## config.mk

```make
export PLATFORM = sky130hd
export DESIGN_NAME = operand_loader
export DESIGN_NICKNAME = d
export VERILOG_FILES = /design/src/rtl/operand_loader.sv
export SDC_FILE = /design/constraint.sdc
export NUM_CORES = 1
export LEC_CHECK = 0
export ABC_AREA = 1
export CAP_MARGIN = 20
export CORE_MARGIN = 8
export CORE_UTILIZATION = 48
export DETAILED_ROUTE_END_ITERATION = 8
export DONT_BUFFER_PORTS = 1
export GPL_ROUTABILITY_DRIVEN = 0
export GPL_TIMING_DRIVEN = 1
export SYNTH_ARGS = -nofsm -noshare
export SYNTH_HDL_FRONTEND = slang
export SYNTH_SLANG_ARGS = --single-unit
```

## constraint.sdc

```tcl
create_clock -name clk -period 4.5 [get_ports clk]
set_input_delay 1.35 -clock clk [delete_from_list [all_inputs] [get_ports clk]]
set_output_delay 1.35 -clock clk [all_outputs]
set_load 0.02 [all_outputs]
```

## src/rtl/operand_loader.sv

```systemverilog
// Operand entry stage: debounced load/restart buttons assemble x then y, one byte per press, LSB first.
// Optional feature macro: OPLOAD_DIVZERO_CHK_EN (registered y==0 flag when ready rises).

module operand_loader_btn #(
  parameter int DEBOUNCE_CYCLES = 1000000,
  parameter int CNT_W           = 20
) (
  input  logic clk,
  input  logic clear,
  input  logic btn,
  output logic pulse
);

  logic [1:0]       sync;
  logic             level;
  logic             level_d;
  logic [CNT_W-1:0] cnt;

  // The accepted level flips only after the synced level has disagreed for a full run of cycles.
  always_ff @(posedge clk) begin
    if (clear) begin
      sync    <= 2'b00;
      level   <= 1'b0;
      level_d <= 1'b0;
      cnt     <= '0;
    end else begin
      sync    <= {sync[0], btn};
      level_d <= level;
      if (sync[1] != level) begin
        if (cnt == CNT_W'(DEBOUNCE_CYCLES - 1)) begin
          level <= sync[1];
          cnt   <= '0;
        end else begin
          cnt <= cnt + CNT_W'(1);
        end
      end else begin
        cnt <= '0;
      end
    end
  end

  assign pulse = level & ~level_d;

endmodule

module operand_loader #(
  parameter int DEBOUNCE_CYCLES = 1000000,
  parameter int CNT_W           = 20
) (
  input  logic        clk,
  input  logic        clear,
  input  logic        btn_load,
  input  logic        btn_restart,
  input  logic [7:0]  in_data,
  output logic [31:0] x,
  output logic [31:0] y,
  output logic        ready,
  output logic [2:0]  entry_idx,
  output logic        div_zero
);

  typedef enum logic {ENTRY, READY} state_t;

  state_t state;
  logic   ld_p;
  logic   rs_p;

  operand_loader_btn #(
    .DEBOUNCE_CYCLES(DEBOUNCE_CYCLES),
    .CNT_W          (CNT_W)
  ) u_load_btn (
    .clk  (clk),
    .clear(clear),
    .btn  (btn_load),
    .pulse(ld_p)
  );

  operand_loader_btn #(
    .DEBOUNCE_CYCLES(DEBOUNCE_CYCLES),
    .CNT_W          (CNT_W)
  ) u_restart_btn (
    .clk  (clk),
    .clear(clear),
    .btn  (btn_restart),
    .pulse(rs_p)
  );

  // Restart takes priority over load; loads are ignored once both operands are complete.
  always_ff @(posedge clk) begin
    if (clear) begin
      state     <= ENTRY;
      x         <= '0;
      y         <= '0;
      ready     <= 1'b0;
      entry_idx <= 3'd0;
    end else if (rs_p) begin
      state     <= ENTRY;
      x         <= '0;
      y         <= '0;
      ready     <= 1'b0;
      entry_idx <= 3'd0;
    end else if (ld_p && state == ENTRY) begin
      if (!entry_idx[2])
        x[{entry_idx[1:0], 3'b000} +: 8] <= in_data;
      else
        y[{entry_idx[1:0], 3'b000} +: 8] <= in_data;
      if (entry_idx == 3'd7) begin
        state <= READY;
        ready <= 1'b1;
      end else begin
        entry_idx <= entry_idx + 3'd1;
      end
    end
  end

`ifdef OPLOAD_DIVZERO_CHK_EN
  // The final write lands in y[31:24], so the compare uses the incoming byte for that lane.
  always_ff @(posedge clk) begin
    if (clear || rs_p)
      div_zero <= 1'b0;
    else if (ld_p && state == ENTRY && entry_idx == 3'd7)
      div_zero <= ({in_data, y[23:0]} == 32'd0);
  end
`else
  assign div_zero = 1'b0;
`endif

endmodule

```

==> results.yml <==
min_path:
  hold_depth: 2
  hold_class: "reg -> reg"
floorplan:
  core_um2: 10300
  die_area_um2: 14100
  fp.dieW_um: 119
  io_pins: 81
  rows: 37
  die_height_um: 119
  initial_core_util: 0.492
yosys:
  synth_edf_count: 0
  synthArstFlopShare: 0
  synth_most_common_cell: "nand2_1"
  syn_area_per_cell_um2: 7.24
  synth_common_cells: "nand2_1, dfxtp_1, nor2_1"
  synth_largest_area_cell: "dfxtp_1"
  syn_inst: 702
  syn-num-nets: 722
  syn-cell-area_um2: 5080
  synth_cell_type_count: 29
  synth_ff_type: "dfxtp_1"
  yosys_warnings: 0
  synth_area_leaders: "dfxtp_1, nand2_1, a21oi_1, nor2_1, nand3_1"
  ys_ff_latch: 116
  yosysSeqAreaShare: 0.457
  netlist.area_leader.share: 0.457
sta:
  setup_violations: 0
  hold_viol_final: 0
  whs_ps: 402
  rsz0062_at_grt: "no"
  fmax_ghz: 0.402
  relSlewSlack: 0.471
  worst_pin_slew_ps: 792
  finalCritPeriodShare: 0.552
  setup_tns_ps: 0
  finClkSkew_ps: 12.1
  min_period_ps: 2480
  finalMaxSlewViolations: 0
layout:
  n_antenna_cell: 0
  syn_to_final_growth_pct: 12.6
  utilization: 0.554
  fin_nets: 720
  layout.cells.non_filler: 849
  drive_gt1_frac: 0.0813
drt:
  wl_per_cell_um: 14.2
  first_pass_iters: 5
  drcViolationCount: 0
  final_antenna_net_count: 0
  via_per_inst: 5.14
  drt_iter0_markers: 272
  vias: 4366
  finalWirelength_um: 12100
global_routing:
  grt_pass1_vias: 4125
  grt_overflow: 0
  grt.met2_usage: 0.284
  grt-busiest-layer: "met2"
  grt_pass1_wl_um: 19900
  antenna_found_initial: 0
  use_met1: 0.195
  grt_usage: 0.170
  grt_max_degree: 67
  grtUsageMet3: 0.0572
clock_tree:
  cts.clk_slew.worst_paths_ps: 60
  ctsHoldBuffers: 0
  cts_root_buffer: "clkbuf_8"
  cts_htree_levels: 4
  cts_tree: "yes"
  clkSinkCount: 116
  cts_resized: 0
  cts_setup_buffers: 0
  clk_latency_ps: 500
  cts_made_buffers: 17
  clockBufferDepth: 2
setup_path:
  worstPathArrival_ps: 1130
  worstSetupPathType: "reg -> out"
  r2r_slack_ps: 2240
  cp.required_ps: 3150
  start_kind: "register"
  reg2reg_depth: 7
  crit_fanout: 8
  cp.depth: 0
  cp-end-kind: "output pin"
run:
  cap_viol_max_count: 0
power:
  power_density_nw_per_um2: 423
  total_leakage_power_nw: 1.83
  power.total_mw: 2.42
  ir_worst_vdd_mv: 0.201
placed_design:
  dp_cells: 817
  io_buffer_count: 0
  hpwlAfterDp_um: 8720
run_status:
  status: "finished clean"
[cell families (layout without fill, tap and decap cells)]
group | Yosys count | after routing | synth area share
AO/OA/AOI/OAI | 97 | 97 | 0.0961
flip-flops | 116 | 116 | 0.457
other | 1 | 1 | 0.000738
AND/OR/NAND/NOR | 390 | 390 | 0.329
XOR/XNOR | 17 | 17 | 0.0293
adder cells (fa/ha/maj) | 8 | 8 | 0.0197
buffers and inverters | 73 | 84 | 0.0685
[registers in the layout, indices dropped and copies added, names as in the netlist]
signal	count
y	32
u_load_btn.level	1
entry_idx	3
u_restart_btn.sync	2
u_restart_btn.level	1
u_load_btn.sync	2
u_restart_btn.level_d	1
state	1
u_restart_btn.cnt	20
u_load_btn.level_d	1
x	32
u_load_btn.cnt	20
[through the flow]
| step | cell area, um^2 | worst slack (ps) |
|---|---|---|
| 4_1_cts | 5720 | 1990 |
| 3_5_place_dp | 5120 | 2010 |
| 3_3_place_gp | 5120 | 2040 |
| 6_report | 5720 | 2020 |
| 5_1_grt | 5720 | 1970 |
| 2_1_floorplan | 5080 | 2340 |
[final timing paths]
check | startpoint | to
hold reg to reg | u_load_btn.sync[0] | u_load_btn.sync[1]
setup / recovery | entry_idx[0] | entry_idx[0]
hold / removal | u_load_btn.sync[0] | u_load_btn.sync[1]
setup reg to reg | entry_idx[0] | x[28]
[report_power, final]
| group | total, mW | leakage [nW] | internal (mW) | switching [mW] |
|---|---|---|---|---|
| clock network | 1.36 | 0.282 | 0.866 | 0.495 |
| registers | 1.03 | 0.935 | 1.03 | 0.000837 |
| logic | 0.0275 | 0.613 | 0.00570 | 0.0218 |
| total | 2.42 | 1.83 | 1.90 | 0.518 |
[routing by layer]
layer  vias up  wire length (um)
li1       2256                 -
met1      2003              5160
met2        93              5860
met3        14               883
met4         0               146
met5         -                 0
[cell usage in the layout, fill, tap and decap left out, types with 2 or more instances in the layout]
master	n
or2_2	4
nor2_2	10
bufinv_16	3
ha_1	8
nand3_1	68
inv_2	2
xor2_1	8
clkbuf_16	16
a21oi_1	85
buf_4	2
xnor2_1	9
nor2_1	103
nand4_1	6
nand2_1	179
inv_1	48
nand2_2	2
nor3_1	9
clkbuf_8	2
inv_6	4
dfxtp_1	116
o21ai_0	9
clkinvlp_4	4
nor2_4	4
nand3b_1	2
clkinv_4	2
[layout make-up]
type	count	area, um^2
fill	977	4600
multi-input combinational	513	2420
sequential	116	2320
clock buffer	19	432
inverter	50	188
clock inverter	13	173
tap	136	170
timing repair buffer	2	15.0
No activity file was read; power rests on OpenSTA's default activity.
